### src/rtl/ex_mem_stage.sv
// EX/MEM pipeline register for the 32-bit MIPS core: registers the adder result, derives
// ALU flags, detects alignment/overflow faults and raises precise exceptions plus MEM->EX forwarding.
module ex_mem_stage (
    input  logic        clk,
    input  logic        reset,
    input  logic        ex_valid,
    input  logic [31:0] ex_sum,
    input  logic [31:0] ex_cout,
    input  logic [31:0] ex_store_data,
    input  logic [31:0] ex_pc,
    input  logic [4:0]  ex_rd,
    input  logic        ex_reg_write,
    input  logic        ex_mem_read,
    input  logic        ex_mem_write,
    input  logic        ex_ovf_trap,
    input  logic        stall,
    input  logic        flush,
    input  logic        exc_ack,
    output logic        mem_valid,
    output logic [31:0] mem_result,
    output logic [31:0] mem_store_data,
    output logic [31:0] mem_pc,
    output logic [4:0]  mem_rd,
    output logic        mem_reg_write,
    output logic        mem_mem_read,
    output logic        mem_mem_write,
    output logic        mem_zero,
    output logic        mem_carry,
    output logic        mem_ovf,
    output logic        fwd_valid,
    output logic [4:0]  fwd_rd,
    output logic [31:0] fwd_data,
    output logic        exc_pending,
    output logic [1:0]  exc_cause,
    output logic [31:0] epc,
    output logic        exc_flush
);
    logic        valid_q, reg_write_q, mem_read_q, mem_write_q;
    logic        zero_q, carry_q, ovf_q;
    logic [31:0] result_q, store_data_q, pc_q, epc_q;
    logic [4:0]  rd_q;
    logic        pending_q, exc_flush_q;
    logic [1:0]  cause_q;

    logic        zero_d, carry_d, ovf_d, addr_err_d, fault_d;
    logic [1:0]  cause_d;

    always_comb begin
        zero_d     = (ex_sum == 32'd0);
        carry_d    = ex_cout[31];
        ovf_d      = ex_cout[31] ^ ex_cout[30];
        addr_err_d = (ex_mem_read | ex_mem_write) & (ex_sum[1:0] != 2'b00);
        fault_d    = ex_valid & ((ex_ovf_trap & ovf_d) | addr_err_d);
        // Overflow outranks the alignment check; a load outranks a store.
        if (ex_ovf_trap && ovf_d)
            cause_d = 2'b01;
        else if (ex_mem_read)
            cause_d = 2'b10;
        else
            cause_d = 2'b11;
    end

    always_ff @(posedge clk) begin
        if (reset) begin
            valid_q      <= 1'b0;
            reg_write_q  <= 1'b0;
            mem_read_q   <= 1'b0;
            mem_write_q  <= 1'b0;
            zero_q       <= 1'b0;
            carry_q      <= 1'b0;
            ovf_q        <= 1'b0;
            result_q     <= 32'd0;
            store_data_q <= 32'd0;
            pc_q         <= 32'd0;
            rd_q         <= 5'd0;
            epc_q        <= 32'd0;
            cause_q      <= 2'b00;
            pending_q    <= 1'b0;
            exc_flush_q  <= 1'b0;
        end else begin
            exc_flush_q <= 1'b0;
            if (exc_ack)
                pending_q <= 1'b0;
            if (flush) begin
                valid_q     <= 1'b0;
                reg_write_q <= 1'b0;
                mem_read_q  <= 1'b0;
                mem_write_q <= 1'b0;
                zero_q      <= 1'b0;
                carry_q     <= 1'b0;
                ovf_q       <= 1'b0;
            end else if (!stall) begin
                valid_q      <= ex_valid;
                reg_write_q  <= ex_reg_write & ~fault_d;
                mem_read_q   <= ex_mem_read & ~fault_d;
                mem_write_q  <= ex_mem_write & ~fault_d;
                zero_q       <= zero_d;
                carry_q      <= carry_d;
                ovf_q        <= ovf_d;
                result_q     <= ex_sum;
                store_data_q <= ex_store_data;
                pc_q         <= ex_pc;
                rd_q         <= ex_rd;
                // An ack on the same edge frees the slot, so the new fault is recorded.
                if (fault_d && (!pending_q || exc_ack)) begin
                    pending_q   <= 1'b1;
                    cause_q     <= cause_d;
                    epc_q       <= ex_pc;
                    exc_flush_q <= 1'b1;
                end
            end
        end
    end

    assign mem_valid      = valid_q;
    assign mem_result     = result_q;
    assign mem_store_data = store_data_q;
    assign mem_pc         = pc_q;
    assign mem_rd         = rd_q;
    assign mem_reg_write  = reg_write_q;
    assign mem_mem_read   = mem_read_q;
    assign mem_mem_write  = mem_write_q;
    assign mem_zero       = zero_q;
    assign mem_carry      = carry_q;
    assign mem_ovf        = ovf_q;
    assign fwd_valid      = valid_q & reg_write_q & (rd_q != 5'd0);
    assign fwd_rd         = rd_q;
    assign fwd_data       = result_q;
    assign exc_pending    = pending_q;
    assign exc_cause      = cause_q;
    assign epc            = epc_q;
    assign exc_flush      = exc_flush_q;
endmodule

### config.mk
export PLATFORM = sky130hd
export DESIGN_NAME = ex_mem_stage
export DESIGN_NICKNAME = d
export VERILOG_FILES = /design/src/rtl/ex_mem_stage.sv
export SDC_FILE = /design/constraint.sdc
export NUM_CORES = 1
export LEC_CHECK = 0
export ABC_AREA = 1
export CAP_MARGIN = 20
export CELL_PAD_IN_SITES_DETAIL_PLACEMENT = 1
export CELL_PAD_IN_SITES_GLOBAL_PLACEMENT = 2
export CORE_UTILIZATION = 21
export DETAILED_ROUTE_END_ITERATION = 6
export GPL_TIMING_DRIVEN = 0
export HOLD_SLACK_MARGIN = 0.03
export PLACE_DENSITY = 0.84
export SYNTH_ARGS = -nofsm -noshare
export SYNTH_HDL_FRONTEND = slang
export SYNTH_SLANG_ARGS = --single-unit
### constraint.sdc
create_clock -name clk -period 2.45 [get_ports clk]
set_input_delay 0.3675 -clock clk [delete_from_list [all_inputs] [get_ports clk]]
set_output_delay 0.3675 -clock clk [all_outputs]
set_load 0.05 [all_outputs]
# ---- Word level (Yosys, flattened, before mapping)
# Cells that the tools add are included.
dict set report word_totals {
  ff_bits 144
  output_inout_bits 182
  word_cells 47
}
dict set report op_classes {
  muxes 7
  bitwise 14
  reduce_logical 11
}
# cell n
set op_table {}
lappend op_table {{$logic_not 32->1} 1}
lappend op_table {{$and 1x1->1} 8}
lappend op_table {{$mux 1} 6}
lappend op_table {{$reduce_bool 5->1} 1}
lappend op_table {{$not 1->1} 3}
lappend op_table {{$reduce_and 3->1} 1}
lappend op_table {{$reduce_or 3->1} 1}
lappend op_table {{$logic_and 1x1->1} 2}
lappend op_table {{$mux 2} 1}
lappend op_table {{$or 1x1->1} 2}
lappend op_table {{$reduce_and 2->1} 1}
lappend op_table {{$reduce_bool 2->1} 1}
lappend op_table {{$reduce_or 2->1} 1}
lappend op_table {{$logic_not 1->1} 1}
lappend op_table {{$logic_or 1x1->1} 1}
lappend op_table {{$xor 1x1->1} 1}

# ---- Longest topological paths before layout
# Gate-level depths: netlist of run 1.
dict set report depth {
  word_depth 8
  mapped_depth 8
}

# ---- Worst setup path after synthesis of run 1
# No wires, ideal clock.
dict set report synth_timing {
  path_kind {flip-flop to output port}
  startpoint {reg rd_q[1] (netlist: fwd_rd[1])}
  endpoint {out fwd_valid}
  t_arrival_ns 1.223
  required_time_ns 2.082
  setup_slack_ns 0.859
  stages_incl_launch_ff 5
  n_path_buf 0
  cell_sequence {dfxtp_1 nor3_1 nand2_1 nand3_1 inv_1}
}
dict set report synth_via {
  elab_chain_cells 2
}
# item line
set synth_lines {}
lappend synth_lines {{start, declared} 41} ;# logic [4:0] rd_q;
lappend synth_lines {{start signal, assigned} 103} ;# rd_q <= ex_rd;
lappend synth_lines {{$reduce_bool 5->1} 126} ;# assign fwd_valid = valid_q & reg_write_q & (rd_q != 5'd0);
lappend synth_lines {{$and 1x1->1} 126}
lappend synth_lines {{end, declared} 30} ;# output logic fwd_valid,
# No other way between the ends.

# ---- Final worst setup path of run 1
dict set report layout_timing {
  startpoint {reg rd_q[0] (netlist: fwd_rd[0])}
  endpoint {out mem_rd[0]}
}
# item line
set layout_lines {}
lappend layout_lines {{end, declared} 23} ;# output logic [4:0] mem_rd,
# No word-level cell between the ends.

==> results.md, run 1 <==
* Cell Area, Placed at 8910 um^2
* H-tree levels at 4
* Slew margin rel. at 60.7%
* CP bufs+invs at 2
* Worst path slowest cell: clkdlybuf4s50_1
* Syn_nets at 856
* Critical Path AT at 1800 ps
* GR Overflow Total at 0
* Compound-gate portion of the synthesized area at 13.6%
* Die Wd at 165 um
* Type of element launching the critical path: register
* Largest stage delay, worst path at 780 ps
* CP cell instances: buf_4 -> clkdlybuf4s50_1
* Global Route Usage Sum at 16.6%
* # DRC at 0
* Chip height at 165 um
* Die ar. at 27200 um^2
* Post-synth cell types at 25
* Slew Viols, Final at 0
* Critical R2R Capture: epc[5]
* CP Capture Type: output port
* Area Growth Syn to Fin at 70.7%
* Max Freq at 0.462 GHz
* WL/cell at 16.3 um
* Share of cells above drive strength 1 at 9.55%
* Vias in the first global route at 5947
* Final instance area at 9500 um^2
* Min-delay worst type: in -> reg
* DR vias/cell at 4.25
* DP Cell Count at 1340
* DP Wirelength at 17.1 mm
* Initial DRC count at 173
* Top cell family by delay on the critical path: buffers and inverters
* Synth Area in Simple Gates at 23.9%
* Syn Area/Cell at 7.80 um^2
* Worst skew pair latency at 420 ps
* Power Density at 716 nW/um^2
* Post-route ant nets at 0
* Flop2flop setup slack at 1160 ps
* Register area share after synthesis at 51.8%
* XOR/XNOR share of the synthesized area at 0%
* Pin count of the biggest net entering global routing at 17
* Clock sinks at 144
* Synth Area in Adders at 0%
* RSZ-0062 raised after global routing: false
* Row Count at 59
* TritonCTS Buffers at 17
* Clock transition time at the flip-flop clock pins of the worst setup and hold paths at 70 ps
* Largest family of logic cells by synthesized area: simple AND/OR/NAND/NOR gates
* CTS tree: built
* Setup tns final at 0 ps
* Tcrit/Tclk final at 88.3%
* Worst r2r src: exc_pending
* Status: finished clean
* Initial antenna violation count at 2
* Core Area at 26100 um^2
* I/O pin total at 325
* Pleak at 3.60 nW
* Slew @ Worst Pin at 588 ps
* Fin cells at 1374
* First-pass detailed-route iteration total at 4
* Worst setup path class: reg -> out
* Mux share of post-synthesis cell area at 0%
* First-pass GRT wire length at 33.9 mm
* Worst Reg-to-Reg Cells at 7
* Port buffer count at 292
* DR vias at 5841
* Min-delay src: reset
* Synth Warn # at 0
* Fin Clk Skew at 5.04 ps
* Hold Crit Depth at 2
* Period minus WS final at 2160 ps
* Synth Instances at 713
* Initial Utilization at 21.4%
* FF+latch count, synth at 144
* CTS Buffer Depth at 2
* Max-Cap Viols at 0
* Hold Fails Final Rpt at 0
* Number of nets in the layout at 1167
* WP data required at 2080 ps
* Worst hold path endpoint: epc[1]
* Detailed Route WL at 22.3 mm
* Cts-stage hold buffer count at 0
* Worst Path Max Fanout at 4
* Final setup violation count at 0
* Worst vdd ir at 0.000372 V
* Clk root buf: clkbuf_16
* Mapped cell area at 5560 um^2
* Routability cong. at 0.751
cells in the mapped netlist:
library cell  instances  area share, %
dfxtp_1             144             52
clkbuf_1             27            1.8
o221a_2               1           0.20
nor3_1                1          0.090
nand2_4               1           0.20
o21ai_0             101            9.1
nor2_8                1           0.36
inv_1                13           0.88
nand4_1              34            3.8
nand2_2               1           0.11
nand2_1              53            3.6
nor2_1              220             15
o21a_1                1           0.13
buf_6                 3           0.61
inv_2                 2           0.13
buf_2                11           0.99
nand3_4               1           0.31
nor2_2                1           0.11
or2_2                 1           0.11
o21ai_1               3           0.27
nand3_1               4           0.36
o211ai_1              1           0.13
a21oi_1              41            3.7
buf_4                46            6.2
a211oi_1              1           0.13
flip-flops by register name, summed over array words and instances (netlist names), 2 cells and up:
register        count
epc                32
mem_pc             32
mem_store_data     32
exc_cause           2
fwd_rd              5
fwd_data           32
layout make-up:
cell class                      count  area, um^2
Antenna cell                        2        5.00
Inverter                           15        56.3
Buffer                             87         536
Multi-Input combinational cell    467        2090
Sequential cell                   144        2880
Timing Repair Buffer              292        2920
Clock inverter                     13         153
Clock buffer                       19         433
Fill cell                        3104       16600
Tap cell                          335         419
layer usage:
layer,up-vias,global-route usage [%],part of all wire (%)
met2,192,28.7,49
met5,-,0,0
met4,0,4.30,1.3
met3,16,5.40,7.7
li1,2921,-,-
met1,2712,19.7,43
what timing repair did:
action | in CTS | in global routing
resized for setup | 1 | 0
setup buffers | 0 | 0
setup endpoints to repair | 1 | 0
cells by family (layout without fill, tap and decap cells):
group	Yosys count	in the layout
simple gates	318	318
compound gates	149	149
buf+inv	102	426
flops	144	144
other cells	0	2
worst reg2reg max path: cells and delay by family, from the launching register on:
kind | cells | cell delay (ps)
simple gates | 4 | 510
flops | 1 | 320
buf+inv | 2 | 220
compound gates | 1 | 160
worst max-delay path by stage:
stage	start	end	slack, ps	depth (start not counted)
5_1_grt	fwd_rd[0]	mem_rd[0]	220	2
3_3_place_gp	stall	mem_store_data[12]	360	7
6_report	fwd_rd[0]	mem_rd[0]	290	2
4_1_cts	fwd_rd[0]	mem_rd[0]	240	2
3_5_place_dp	stall	mem_store_data[15]	330	7
2_1_floorplan	fwd_rd[1]	fwd_valid	860	4
placed cells by master, fill, tap and decap left out, types with 2 or more instances in the layout:
master           instances
clkdlybuf4s50_1        291
inv_1                   13
a21oi_1                 41
clkbuf_16               17
clkinvlp_4               5
diode_2                  2
o21ai_1                  3
buf_6                    3
nand3_1                  4
buf_4                   46
inv_2                    2
dfxtp_1                144
nand4_1                 34
buf_2                   11
bufinv_16                2
clkbuf_1                29
inv_6                    4
o21ai_0                101
nand2_1                 53
nor2_1                 220
power breakdown:
part	internal, W	switching [W]	total [W]
Sequential	0.00247	0.0000871	0.00256
Combinational	0.000600	0.000990	0.00159
Clock	0.00152	0.00113	0.00265
per-stage QoR:
stage	hold WS, ps	util (%)	power [W]	worst slack [ps]
after floorplan	506	-	0.00355	859
after global placement	447	34.2	0.00420	362
after detailed placement	456	34.2	0.00422	333
after CTS	294	36.4	0.00691	240
after global routing	318	36.4	0.00714	216
final	309	36.4	0.00680	287
(Power assumes the default switching activity.)
==> inputs of run 2 (changes only) <==
--- a/config.mk
+++ b/config.mk
@@ -13,7 +13,7 @@
 export DETAILED_ROUTE_END_ITERATION = 6
 export GPL_TIMING_DRIVEN = 0
 export HOLD_SLACK_MARGIN = 0.03
-export PLACE_DENSITY = 0.84
+export PLACE_DENSITY_LB_ADDON = 0.08
 export SYNTH_ARGS = -nofsm -noshare
 export SYNTH_HDL_FRONTEND = slang
 export SYNTH_SLANG_ARGS = --single-unit
==> run 2 against run 1 <==
Sequential power is essentially flat. Hold slack gained 4.0 ps. Global-route usage grew 0.064 points. Clock skew grew 5.5 ps. Highest routed layer unchanged. Critical endpoint is now mem_rd[4]. Flip-flop and latch count is the same. Register-to-register slack is essentially flat. Worst setup slack gained 17 ps. Die area is the same. Critical path type unchanged. Critical path depth is the same.
==> results.md, run 2 (synthesized netlist as in run 1, its figures left out) <==
* Slew margin rel. at 59.7%
* Tcrit/Tclk final at 87.6%
* Hold Fails Final Rpt at 0
* Worst vdd ir at 0.000401 V
* Number of nets in the layout at 1167
* WL/cell at 16.4 um
* TritonCTS Buffers at 17
* Status: finished clean
* First-pass GRT wire length at 33.8 mm
* DP Wirelength at 17.4 mm
* Flop pwr share at 38.6%
* Period minus WS final at 2150 ps
* Total Power at 0.00662 W
* CTS Buffer Depth at 2
* Psw at 0.00220 W
* H-tree levels at 4
* Slew Viols, Final at 0
* Pin count of the biggest net entering global routing at 17
* Cts-stage hold buffer count at 0
* Final setup violation count at 0
* Worst setup path class: reg -> out
* DR vias/cell at 4.18
* Pleak at 3.60 nW
* Max-Cap Viols at 0
* Final hold slack at 313 ps
* Most common cell after layout, fill and taps aside: clkdlybuf4s50_1
* Most frequent cells in the layout: clkdlybuf4s50_1, nor2_1, dfxtp_1
* Max Freq at 0.466 GHz
* Global Route Usage Sum at 16.7%
* DP Cell Count at 1340
* P_int at 0.00441 W
* Power Density at 700 nW/um^2
* # DRC at 0
* Row Count at 59
* GR peak layer: met2
* Post-route ant nets at 0
* Worst Path Max Fanout at 4
* Die Wd at 165 um
* Chip height at 165 um
* DR vias at 5738
* Met1 Usage GRT at 20.7%
* WP data required at 2080 ps
* Clock sinks at 144
* Initial Utilization at 21.4%
* Sw Ratio at 33.3%
* Initial antenna violation count at 0
* Core Area at 26100 um^2
* Port buffer count at 292
* Initial DRC count at 201
* Routability cong. at 0.688
* Critical Path AT at 1780 ps
* Clock share of power at 37.4%
* Vias in the first global route at 5711
* Grt met3 use at 4.47%
* RSZ-0062 raised after global routing: false
* Fin Clk Skew at 10.6 ps
* CP Capture Type: output port
* Clk root buf: clkbuf_16
* Gate power share at 24.0%
* Area Growth Syn to Fin at 70.0%
* Min-delay worst type: in -> reg
* Worst skew pair latency at 420 ps
* Type of element launching the critical path: register
* Clock transition time at the flip-flop clock pins of the worst setup and hold paths at 60 ps
* I/O pin total at 325
* GR Overflow Total at 0
* Detailed Route WL at 22.5 mm
* GR Util met2 at 28.3%
* Fin cells at 1373
* CTS tree: built
* First-pass detailed-route iteration total at 4
* Share of cells above drive strength 1 at 9.64%
* Die ar. at 27200 um^2
* Setup tns final at 0 ps
* Slew @ Worst Pin at 603 ps
run 2: cell types whose count changed in the layout (fill, tap and decap cells not counted), sizes merged:
cell,change
dlygate4sd2,-1
clkinv,+2
bufinv,-2
dlymetal6s2s,+1
diode,-1
run 2: repair_timing:
action	CTS	global route
setup endpoints to repair	0	1
resized for setup	0	1
endpoints found under the hold margin	0	0
buffers inserted	0	0
run 2: cell type report:
| cell class | count | area [um^2] |
|---|---|---|
| fillers | 3133 | 16600 |
| repair buffers | 292 | 2930 |
| flip-flops and latches | 144 | 2880 |
| multi-input cells | 467 | 2090 |
| plain buffers | 87 | 536 |
| clock buffers | 19 | 443 |
| well taps | 335 | 419 |
| clock inverters | 13 | 104 |
| inverters | 15 | 56.3 |
| diodes | 1 | 2.50 |
run 2: power groups by stage:
stage	Combinational, W	Sequential, W	Clock [W]
CTS	0.00161	0.00256	0.00257
global route	0.00171	0.00257	0.00266
detailed placement	0.00161	0.00261	0
floorplan	0.000503	0.00305	0
global placement	0.00161	0.00261	0
finish	0.00159	0.00256	0.00247
run 2: per-layer routing:
metal,vias up,wire length [um]
li1,2931,-
met1,2613,10100
met2,181,10800
met3,13,1430
met4,0,227
met5,-,0
run 2: path summary, 6_finish.rpt:
check	slack [ps]	start	depth (start not counted)	end
max	300	fwd_rd[4]	2	mem_rd[4]
min	310	reset	2	epc[0]
max reg2reg	1160	exc_pending	7	epc[17]
min reg2reg	460	epc[24]	2	epc[24]
run 2: critical path: stages (launching register included):
cell	delay, ps
dfxtp_1	440
buf_4	140
clkdlybuf4s50_1	780
run 2: metrics by stage:
stage / setup slack (ps) / cell area, um^2 / utilization (%)
after floorplan: 859 / 5560 / -
after global placement: 397 / 8910 / 34.2
after detailed placement: 400 / 8910 / 34.2
after CTS: 63.0 / 9450 / 36.3
after global routing: 224 / 9460 / 36.3
final: 304 / 9460 / 36.3
